`config.mk`:
```
export PLATFORM = sky130hd
export DESIGN_NAME = fifo_burst_reader
export DESIGN_NICKNAME = d
export VERILOG_FILES = /design/src/rtl/fifo_burst_reader.sv
export SDC_FILE = /design/constraint.sdc
export NUM_CORES = 1
export LEC_CHECK = 0
export CORE_UTILIZATION = 50
export CTS_BUF_LIST = sky130_fd_sc_hd__clkbuf_4
export DETAILED_ROUTE_END_ITERATION = 6
export PLACE_DENSITY = 0.75
export SYNTH_ARGS = -nofsm -noshare
export SYNTH_HDL_FRONTEND = slang
export SYNTH_SLANG_ARGS = --single-unit
```
`constraint.sdc`:
```
create_clock -name rd_clk_i -period 1.7 [get_ports rd_clk_i]
set_input_delay 0.255 -clock rd_clk_i [delete_from_list [all_inputs] [get_ports rd_clk_i]]
set_output_delay 0.255 -clock rd_clk_i [all_outputs]
set_load 0.05 [all_outputs]
```
`src/rtl/fifo_burst_reader.sv`:
```
// Read-side burst controller for the async FIFO: drains BURST_LEN entries, packs PACK
// consecutive entries into one output word and presents it on a valid/ready port.
module fifo_burst_reader #(
  parameter int unsigned WIDTH     = 4,
  parameter int unsigned PACK      = 4,
  parameter int unsigned BURST_LEN = 16,
  parameter int unsigned CNT_W     = $clog2(BURST_LEN + 1)
) (
  input  logic                  rd_clk_i,
  input  logic                  rst_i,
  input  logic                  start_i,
  input  logic                  empty_i,
  output logic                  rd_en_o,
  input  logic [WIDTH-1:0]      rdata_i,
  input  logic                  rd_error_i,
  output logic [WIDTH*PACK-1:0] out_data_o,
  output logic                  out_valid_o,
  input  logic                  out_ready_i,
  output logic                  busy_o,
  output logic                  done_o,
  output logic [CNT_W-1:0]      words_read_o,
  output logic [7:0]            err_cnt_o
);

  localparam int unsigned FillW = $clog2(PACK + 1);
  localparam int unsigned OutW  = WIDTH * PACK;

  typedef enum logic [1:0] {StIdle, StRead, StFlush, StDone} state_e;

  state_e           state_q, state_d;
  logic [CNT_W-1:0] remaining_q, remaining_d;
  logic [CNT_W-1:0] words_read_q, words_read_d;
  logic [FillW-1:0] fill_q, fill_d;
  logic [FillW-1:0] pending;
  logic             inflight_q, inflight_d;
  logic [OutW-1:0]  asm_q, asm_d;
  logic [OutW-1:0]  out_data_q, out_data_d;
  logic             out_valid_q, out_valid_d;
  logic [7:0]       err_cnt_q, err_cnt_d;
  logic             out_free;
  logic             slot_ok;
  logic             rd_en;

  assign out_free = !out_valid_q || out_ready_i;
  assign pending  = fill_q + FillW'(inflight_q);

  // pending never exceeds PACK; at PACK the in-flight entry completes the current word,
  // so the next read starts a fresh word. Only the completing read needs a free output.
  assign slot_ok = (pending != FillW'(PACK - 1)) || out_free;

  assign rd_en = (state_q == StRead) && !empty_i && (remaining_q != '0) && slot_ok;

  always_comb begin
    state_d      = state_q;
    remaining_d  = remaining_q;
    words_read_d = words_read_q;
    fill_d       = fill_q;
    inflight_d   = rd_en;
    asm_d        = asm_q;
    out_data_d   = out_data_q;
    out_valid_d  = out_valid_q && !out_ready_i;
    err_cnt_d    = err_cnt_q;

    if (rd_error_i && (err_cnt_q != 8'hFF)) begin
      err_cnt_d = err_cnt_q + 8'd1;
    end

    if (rd_en) begin
      remaining_d  = remaining_q - CNT_W'(1);
      words_read_d = words_read_q + CNT_W'(1);
    end

    // Read data arrives one cycle after the issue and lands in slot [fill].
    if (inflight_q) begin
      for (int unsigned s = 0; s < PACK; s++) begin
        if (fill_q == FillW'(s)) begin
          asm_d[s*WIDTH +: WIDTH] = rdata_i;
        end
      end
      if (fill_q == FillW'(PACK - 1)) begin
        out_data_d  = asm_d;
        out_valid_d = 1'b1;
        fill_d      = '0;
        asm_d       = '0;
      end else begin
        fill_d = fill_q + FillW'(1);
      end
    end

    unique case (state_q)
      StIdle: begin
        if (start_i) begin
          state_d      = StRead;
          remaining_d  = CNT_W'(BURST_LEN);
          words_read_d = '0;
        end
      end
      StRead: begin
        if ((remaining_q == '0) && !inflight_q) begin
          state_d = (fill_q != '0) ? StFlush : StDone;
        end
      end
      StFlush: begin
        // Unfilled upper slots are already zero: asm is cleared on every load.
        if (out_free) begin
          out_data_d  = asm_q;
          out_valid_d = 1'b1;
          fill_d      = '0;
          asm_d       = '0;
          state_d     = StDone;
        end
      end
      StDone: begin
        state_d = StIdle;
      end
      default: begin
        state_d = StIdle;
      end
    endcase
  end

  always_ff @(posedge rd_clk_i or posedge rst_i) begin
    if (rst_i) begin
      state_q      <= StIdle;
      remaining_q  <= '0;
      words_read_q <= '0;
      fill_q       <= '0;
      inflight_q   <= 1'b0;
      asm_q        <= '0;
      out_data_q   <= '0;
      out_valid_q  <= 1'b0;
      err_cnt_q    <= '0;
    end else begin
      state_q      <= state_d;
      remaining_q  <= remaining_d;
      words_read_q <= words_read_d;
      fill_q       <= fill_d;
      inflight_q   <= inflight_d;
      asm_q        <= asm_d;
      out_data_q   <= out_data_d;
      out_valid_q  <= out_valid_d;
      err_cnt_q    <= err_cnt_d;
    end
  end

  assign rd_en_o      = rd_en;
  assign out_data_o   = out_data_q;
  assign out_valid_o  = out_valid_q;
  assign busy_o       = (state_q != StIdle);
  assign done_o       = (state_q == StDone);
  assign words_read_o = words_read_q;
  assign err_cnt_o    = err_cnt_q;

endmodule

```
After elaboration in Yosys (flattened, before gate mapping)
Index checks and enable logic that the tools add are counted.
Operators by class
  equal/unequal tests: 11
  muxes and demuxes: 31
  add/subtract/negate cells: 5
  reductions and logical operators: 19
Operators by type and width (number)
  2-to-1 mux 16 bit: 8
  2-to-1 mux 5 bit: 6
  2-to-1 mux 4 bit: 4
  2-to-1 mux 3 bit: 4
  adder 8 x 1 -> 8 bit (second input constant): 1
  != test 8 bit (second input constant): 1
  one-hot mux 2 bit (4 select lines): 1
  == test 3 x 2 -> 1 bit (second input constant): 2
  logical AND 1 bit: 6
  2-to-1 mux 2 bit: 3
  adder 5 x 1 -> 5 bit (second input constant): 1
  logical NOT 5 bit: 1
  2-to-1 mux 1 bit: 5
  nonzero test 5 bit: 1
  subtractor 5 x 1 -> 5 bit (second input constant): 1
  == test 2 bit (second input constant): 2
  logical NOT 1 bit: 4
  != test 2 bit (second input constant): 2
  adder 3 x 1 -> 3 bit: 1
  adder 3 x 1 -> 3 bit (second input constant): 1
  == test 3 x 1 -> 1 bit (second input constant): 1
  logical NOT 3 bit: 1
  != test 3 x 2 -> 1 bit (second input constant): 1
  AND reduction 3 bit: 1
  other kinds (6): 7
Word-level totals
  input bits: 10
  output and inout bits: 33
  word-level logic and storage cells: 75
  register bits after elaboration: 57

Depth between registers and ports, before layout
Gate-level depths: netlist of run 1.
  depth after elaboration: 7
  gate-level depth with buffers: 7
  mapped depth without buffers: 6

Least setup slack after synthesis of run 1
OpenSTA, ideal clock, no wires.
  kind: flip-flop to flip-flop
  start: register fill_q[0]
  end: register remaining_q[1]
  slack: -0.624 ns
  data arrival time: 2.158 ns
  period minus slack after synthesis: 2.324 ns
  data required time: 1.533 ns
  library setup time: 0.167 ns
  stages on the path, launching flop included: 8
  buffers on the path: 1
  cells stage by stage: dfrtp_1 -> ha_1 -> ha_1 -> xor2_1 -> o311ai_2 -> buf_2 -> nor2_1 -> a211oi_1
On the way
  word-level cells in the longest chain between the ends: 7
RTL lines
  start: declaration: line 33  | logic [FillW-1:0] fill_q, fill_d;
  start signal: assignment: line 137  | fill_q <= fill_d;
  adder 3 x 1 -> 3 bit *: line 45  | assign pending = fill_q + FillW'(inflight_q);
  != test 3 x 2 -> 1 bit *: line 49  | assign slot_ok = (pending != FillW'(PACK - 1)) || out_free;
  logical OR 1 bit *: line 49
  logical AND 1 bit *: line 51  | assign rd_en = (state_q == StRead) && !empty_i && (remaining_q != '0) && slot_ok;
  via rd_en_o: line 13  | output logic rd_en_o,
  2-to-1 mux 5 bit *: line 68  | if (rd_en) begin
  2-to-1 mux 5 bit: line 92  | if (start_i) begin
  2-to-1 mux 5 bit *: line 90  | unique case (state_q)
  via remaining_d[1]: line 31  | logic [CNT_W-1:0] remaining_q, remaining_d;
  end signal: assignment: line 135  | remaining_q <= remaining_d;
  end: declaration: line 31
The timed path passes the listed nets; every way through them passes the cells marked *.
A chain may end at the register's enable or synchronous reset.

Final worst setup path of run 1
  start: register fill_q[0]
  end: output rd_en_o
On the way
  word-level cells in the longest chain between the ends: 4
RTL lines (line)
  adder 3 x 1 -> 3 bit: 45
  != test 3 x 2 -> 1 bit: 49
  logical OR 1 bit: 49
  logical AND 1 bit: 51
  end: declaration: 13
Every way passes these cells.

==> summary.md, run 1 <==
| Metric | Value |
|---|---|
| Synth top cells by count | dfrtp_1 (57), nor2_1 (34), a21oi_1 (23), nand2_1 (18) |
| CP cell instances | ha_2 -> ha_4 -> xor2_4 -> o311ai_4 -> nor2_4 -> buf_6 |
| FFs w/ async S/R, synth | 1.00 |
| Non-Filler Instances | 438 |
| DRC | 0 |
| DP Worst Slack | -0.204 ns |
| Largest delay contributor family on the critical path | flip-flops |
| Final Net Count | 388 |
| Fraction of synthesized area in multiplexers | 0.0158 |
| WHS | 0.214 ns |
| I/O pin count | 43 |
| Critical path data required time | 1.44 ns |
| EDFF count, synth | 0 |
| Status | finished with violations |
| Fmax | 462 MHz |
| First-pass GRT wire length | 11,500 um |
| Most used DFF post-synth | dfrtp_1 |
| Largest net degree at the start of global routing | 58 |
| CTS tree | done |
| Crit-path max cell delay | 0.39 ns |
| Layout cells sized above 1 | 0.408 |
| Type of the most critical hold path | input pin to asynchronous set/reset pin |
| Final setup margin | -0.464 ns |
| Clock Path Buffers | 2 |
| Pins over their slew limit | 0 |
| Simple-gate area share of the yosys netlist | 0.169 |
| Num rows | 26 |
| Synthesized cell area | 0.00278 sq mm |
| CP Max Fanout | 2 |
| # clock sinks | 57 |
| Post-synthesis sequential area ratio | 0.513 |
| DRT Pass-1 Iters | 4 |
| Wire length on met2 | 3740 um |
| Vias | 2,577 |
| Die area | 0.00586 sq mm |
| Synth area leaders | dfrtp_1 (51%), ha_1 (6.3%), nor2_1 (4.6%) |
| Post-synthesis adder-cell area fraction | 0.0630 |
| Yosys top cell by area | dfrtp_1 |
| Tmin final | 2.16 ns |
| Clock Skew | 0.00982 ns |
| H-tree lvl count | 3 |
| Highest Signal Layer | met4 |
| Setup violators final | 14 |
| Slew margin rel. | 0.741 |
| TritonCTS buffer count | 9 |
| GR Util All Layers | 0.250 |
| Synth Register Bits | 57 |
| PD cells | 2080 mW/mm^2 |
| Max VDD drop | 0.00126 V |
| Via/cell ratio | 5.88 |
| Mapped Cells | 277 |
| Vias in the first global route | 2,401 |
| Routed Antenna Nets | 0 |
| Synth Area in Compound Gates | 0.186 |
| Avg WL per Cell | 17.6 um |
| Number of port buffers | 42 |
| Met3 WL | 388 um |
| Failing checks | setup timing |
| Crit path kind | flip-flop to output port |
| Pwr Total | 8290 uW |
| Starting Density | 0.531 |
| Setup crit start kind | flip-flop |
| CP endpoint kind | output port |
| Antenna Cells | 0 |
| Grt ovf | 0 |
| Final Hold Fails | 0 |
| Buf+Inv Stages, Crit Path | 1 |
| Max Cap Violations | 0 |
| XOR/XNOR share of the synthesized area | 0.0158 |
| Main combinational cell family by area after synthesis | compound AO/OA/AOI/OAI gates |
| Placed insts | 403 |
| Clock Pin Slew Worst Setup and Hold Paths | 0.10 ns |
| CP max stage cell | dfrtp_1 |
| CP arrival | 1.91 ns |
| GP Congestion | 0.816 |
| Core ar. | 0.00524 sq mm |
| Syn Area/Cell | 10.0 sq um |
| DP Wirelength | 4300 um |
| CTS root buf | clkbuf_4 |
| Routed WL | 7710 um |
| Die width | 76.6 um |
| Unrepaired setup endpoints after global routing | true |
| Ys Warns | 0 |
| Most frequent cell after synthesis | dfrtp_1 |
| Worst Tran Pin Value | 0.389 ns |
| P_leak | 0.00183 uW |
| Die H | 76.6 um |
| Synth-to-Final Area Change | 43.2% |
| Core Util, Final | 0.760 |
| Net Count, Synth | 301 |
| Synth top area share | 0.513 |
| Post-synth cell types | 44 |
| DR iter-0 viols | 181 |
| Period utilization | 1.27 |
| Worst-Skew Late Latency | 0.40 ns |
| WL met1 | 3340 um |
| Initial antenna violation count | 0 |
| # fillers | 340 |
## cell usage in the layout (no fill, tap or decap), drive strengths merged, types with 2 or more instances in the layout
| cell type | netlist | routed |
|---|---|---|
| buf | 5 | 79 |
| dfrtp | 57 | 57 |
| nor2 | 34 | 34 |
| a21oi | 23 | 23 |
| nand2 | 18 | 18 |
| a22oi | 14 | 14 |
| ha | 14 | 14 |
| o22ai | 12 | 12 |
| inv | 13 | 12 |
| clkbuf | 7 | 11 |
| clkdlybuf4s50 | 0 | 9 |
| nand3 | 8 | 8 |
| o21ai | 7 | 7 |
| a31oi | 5 | 5 |
| o211ai | 5 | 5 |
| nand2b | 5 | 5 |
| nand4 | 4 | 4 |
| or4 | 4 | 4 |
| and3 | 4 | 4 |
| xor2 | 4 | 4 |
| mux2 | 3 | 3 |
| and4 | 3 | 3 |
| clkinv | 0 | 3 |
| or3 | 3 | 3 |
| o31ai | 3 | 3 |
| a211oi | 3 | 3 |
| and2 | 2 | 2 |
| nor3 | 2 | 2 |
| a31o | 2 | 2 |
| a2bb2oi | 2 | 2 |
## layout make-up
type | instances | area (sq um) | area share
clock buffers | 11 | 82.6 | 0.0208
clock inverters | 4 | 45.0 | 0.0113
inverters | 13 | 52.6 | 0.0132
multi-input cells | 195 | 1500 | 0.377
flip-flops and latches | 57 | 1430 | 0.359
well taps | 70 | 87.6 | 0.0220
repair buffers | 88 | 782 | 0.197
## power breakdown
| group | internal (uW) | total, uW | switching, uW |
|---|---|---|---|
| Sequential | 1890 | 2330 | 442 |
| Clock | 467 | 962 | 495 |
| Combinational | 2060 | 4990 | 2930 |
| Total | 4420 | 8290 | 3870 |
## cell families (layout without fill, tap and decap cells)
kind of cell	count (synthesis)	count (layout)
AO/OA/AOI/OAI	79	79
buffers and inverters	25	116
multiplexers	4	4
AND/OR/NAND/NOR	93	93
flip-flops	57	57
XOR/XNOR	5	5
adder cells (fa/ha/maj)	14	14
## state kept, by name (all words and copies together) (netlist names)
| signal | count |
|---|---|
| out_valid_o | 1 |
| remaining_q | 5 |
| out_data_o | 16 |
| inflight_q | 1 |
| words_read_o | 5 |
| fill_q | 3 |
| state_q | 2 |
| err_cnt_o | 8 |
| asm_q | 16 |
## final timing paths
path / startpoint / end / slack, ns / cells after the start
setup / recovery: fill_q[0] / rd_en_o / -0.46 / 6
hold / removal: rst_i / words_read_o[1] / 0.21 / 3
setup reg to reg: fill_q[0] / words_read_o[4] / -0.37 / 8
hold reg to reg: err_cnt_o[0] / err_cnt_o[0] / 0.51 / 1
max in group asynchronous: rst_i / err_cnt_o[1] / 1.22 / 3
min in group rd_clk_i: err_cnt_o[0] / err_cnt_o[0] / 0.51 / 1
## through the flow
| stage | setup TNS (ns) | area [sq um] |
|---|---|---|
| after CTS | -3.03 | 3710 |
| after global routing | -4.25 | 3980 |
| after detailed placement | -1.37 | 3440 |
| after floorplan | -0.810 | 2820 |
| after global placement | -0.924 | 3440 |
| final | -3.30 | 3980 |
## routing by layer
layer  up-vias  GRT usage
met5         -          0
met4         0      0.152
met3        26     0.0359
met2        94      0.391
met1      1262      0.330
li1       1195          -
## worst reg2reg max path, stage by stage, from the launching register on
cell and delay [ns]:
dfrtp_1 0.39, ha_2 0.20, ha_4 0.18, xor2_4 0.20, o311ai_4 0.13, buf_6 0.16
buf_6 0.12, or4_4 0.48, a21oi_2 0.14
## timing repair
action	in CTS	in global routing
setup endpoints to repair	18	24
pin swaps	14	12
hold buffers	0	0
gates resized for setup	21	42
setup buffers	10	13
cloned	1	0
(Power assumes the default switching activity.)
==> run 2: changes to the inputs <==
Settings changed: CORE_UTILIZATION 50 to 56, PLACE_DENSITY 0.75 to 0.8.
Clock period 1.7 ns to 2.3 ns, I/O delays scaled along.
==> run 2 against run 1 <==
  * Critical endpoint unchanged
  * Critical path depth unchanged
  * Flip-flop and latch count unchanged
  * Register-to-register slack improved by 0.63 ns
  * Core utilization fell by 2.8 points
  * Setup slack better by 0.53 ns
  * The flow now finishes without violations
  * Highest routed layer unchanged
  * Count of clock-buffer cells in the layout is 2 lower
  * Hold slack gained 0.082 ns
  * First-iteration DRC count is 6.1% lower
  * Via count shrank 12%
  * Non-clock buffer count decreased by 39
==> summary.md, run 2 (synthesized netlist as in run 1, its figures left out) <==
| Metric | Value |
|---|---|
| Status | complete, no violations (was finished with violations) |
| Core ar. | 0.00475 sq mm (was 0.00524 sq mm) |
| R2r setup slk | 0.26 ns (was -0.37 ns) |
| Slew margin rel. | 0.601 (was 0.741) |
| CTS tree | done (unchanged) |
| Grt ovf | 0 (unchanged) |
| Die H | 72.4 um (was 76.6 um) |
| Most common cell after layout, fill and taps aside | dfrtp_1 (was buf_4) |
| Num rows | 25 (was 26) |
| Avg WL per Cell | 15.1 um (was 17.6 um) |
| Synth-to-Final Area Change | 25.1% (was 43.2%) |
| Tmin final | 2.24 ns |
| DP Wirelength | 4030 um (was 4300 um) |
| # clock sinks | 57 (unchanged) |
| Most frequent cells in the layout | dfrtp_1 (57), clkdlybuf4s50_1 (40), nor2_1 (32) (was buf_4 (62), dfrtp_1 (54), nor2_1 (32)) |
| Layout Cell Area excl Fill | 0.00348 sq mm (was 0.00398 sq mm) |
| Period utilization | 0.972 |
| CP endpoint kind | output port (unchanged) |
| R2r endpoint | out_data_o[4] (was words_read_o[4]) |
| Final Hold Fails | 0 (unchanged) |
| Layout cells sized above 1 | 0.112 (was 0.408) |
| Crit path kind | flip-flop to output port (unchanged) |
| Number of port buffers | 42 (unchanged) |
| Routed WL | 5980 um (was 7710 um) |
| Routed Antenna Nets | 0 (unchanged) |
| Pwr Total | 5260 uW (was 8290 uW) |
| TritonCTS buffer count | 9 (unchanged) |
| H-tree lvl count | 3 (unchanged) |
| GR Util All Layers | 0.251 (was 0.250) |
| CP max stage cell | dfrtp_1 (unchanged) |
| Die width | 72.4 um (was 76.6 um) |
| Setup crit start kind | flip-flop (unchanged) |
| DP Worst Slack | 0.218 ns (was -0.204 ns) |
| Pins over their slew limit | 0 (unchanged) |
| Final Net Count | 349 (was 388) |
| P_leak | 0.00155 uW (was 0.00183 uW) |
| CP cell instances | ha_2 -> ha_4 -> xor2_2 -> o311ai_4 -> nor2_2 -> buf_6 (was ha_2 -> ha_4 -> xor2_4 -> o311ai_4 -> nor2_4 -> buf_6) |
| Fmax | 447 MHz |
| CP Max Fanout | 3 (was 2) |
| Reg-to-Reg Start | fill_q[1] (was fill_q[0]) |
| I/O pin count | 43 (unchanged) |
| Max VDD drop | 0.000898 V (was 0.00126 V) |
| GP Congestion | 0.798 (was 0.816) |
| CP arrival | 1.89 ns (was 1.91 ns) |
| Max Cap Violations | 0 (unchanged) |
| Vias | 2,275 (was 2,577) |
| Critical path data required time | 1.96 ns (was 1.44 ns) |
| Placed insts | 380 (was 403) |
| Worst Tran Pin Value | 0.597 ns (was 0.389 ns) |
| Placed Instance Area | 0.00329 sq mm (was 0.00344 sq mm) |
| DR iter-0 viols | 170 (was 181) |
| PD cells | 1510 mW/mm^2 (was 2080 mW/mm^2) |
| Die area | 0.00525 sq mm (was 0.00586 sq mm) |
| Initial antenna violation count | 0 (unchanged) |
| First-pass GRT wire length | 10,100 um (was 11,500 um) |
| Crit-path max cell delay | 0.40 ns (was 0.39 ns) |
| Largest net degree at the start of global routing | 58 (unchanged) |
| Clock Skew | 0.0181 ns (was 0.00982 ns) |
| Non-Filler Instances | 397 (was 438) |
| Reg2Reg Depth | 5 (was 8) |
| Worst-Skew Late Latency | 0.41 ns (was 0.40 ns) |
| Cts hold-fix bufs | 0 (unchanged) |
| Crit path from | fill_q[0] (unchanged) |
| CTS root buf | clkbuf_4 (unchanged) |
| Clock Path Buffers | 2 (unchanged) |
| DRT Pass-1 Iters | 4 (unchanged) |
| Core Util, Final | 0.731 (was 0.760) |
| Type of the most critical hold path | input pin to asynchronous set/reset pin (unchanged) |
| Antenna Cells | 0 (unchanged) |
| Starting Density | 0.584 (was 0.531) |
| Vias in the first global route | 2,205 (was 2,401) |
| Final setup margin | 0.0643 ns (was -0.464 ns) |
| Setup violators final | 0 (was 14) |
| Via/cell ratio | 5.73 (was 5.88) |
| DRC | 0 (unchanged) |
| Clock Pin Slew Worst Setup and Hold Paths | 0.09 ns (was 0.10 ns) |
## run 2: power by group
part | internal, uW | leakage (uW) | total (uW) | switching (uW)
Combinational | 1050 | 0.000760 | 2850 | 1800
Clock | 318 | 0.0000644 | 696 | 378
Sequential | 1390 | 0.000728 | 1710 | 316
## run 2: layer usage
metal | track usage | part of all wire
met5 | 0 | 0
met4 | 0.102 | 0.019
met3 | 0.0597 | 0.035
met2 | 0.386 | 0.48
met1 | 0.345 | 0.47
## run 2: worst max-delay path by stage
stage                       to  slack, ns  depth (start not counted)
3_3_place_gp   words_read_o[3]       0.31                          6
4_1_cts                rd_en_o      -0.03                          6
3_5_place_dp    remaining_q[3]       0.22                          7
2_1_floorplan          rd_en_o       0.21                          6
6_report               rd_en_o       0.06                          6
5_1_grt                rd_en_o      -0.03                          6
## run 2: what timing repair did
| item | 4_1_cts | 5_1_grt |
|---|---|---|
| pin swaps | 1 | 2 |
| cloned | 0 | 0 |
| gates resized for setup | 3 | 9 |
| endpoints found under the setup margin | 2 | 1 |
| buffers inserted | 1 | 0 |
## run 2: critical path: cells and delay by family, from the launching register on
| family | cells | cell delay, ns |
|---|---|---|
| AO/OA/AOI/OAI | 1 | 0.12 |
| AND/OR/NAND/NOR | 1 | 0.21 |
| adder cells (fa/ha/maj) | 2 | 0.36 |
| XOR/XNOR | 1 | 0.23 |
| flip-flops | 1 | 0.40 |
| buffers and inverters | 1 | 0.18 |
## run 2: cell type report
| type | instances | area [sq um] |
|---|---|---|
| Tap cell | 67 | 83.8 |
| Sequential cell | 57 | 1430 |
| Multi-Input combinational cell | 195 | 1300 |
| Clock inverter | 7 | 61.3 |
| Timing Repair Buffer | 49 | 485 |
| Clock buffer | 9 | 67.6 |
| Fill cell | 365 | 1280 |
| Inverter | 13 | 48.8 |
## run 2: stage by stage
stage	hold slack [ns]	setup TNS, ns
2_1_floorplan	0.473	0
3_3_place_gp	0.494	0
3_5_place_dp	0.502	0
4_1_cts	0.312	-0.0264
5_1_grt	0.335	-0.0271
6_report	0.296	0
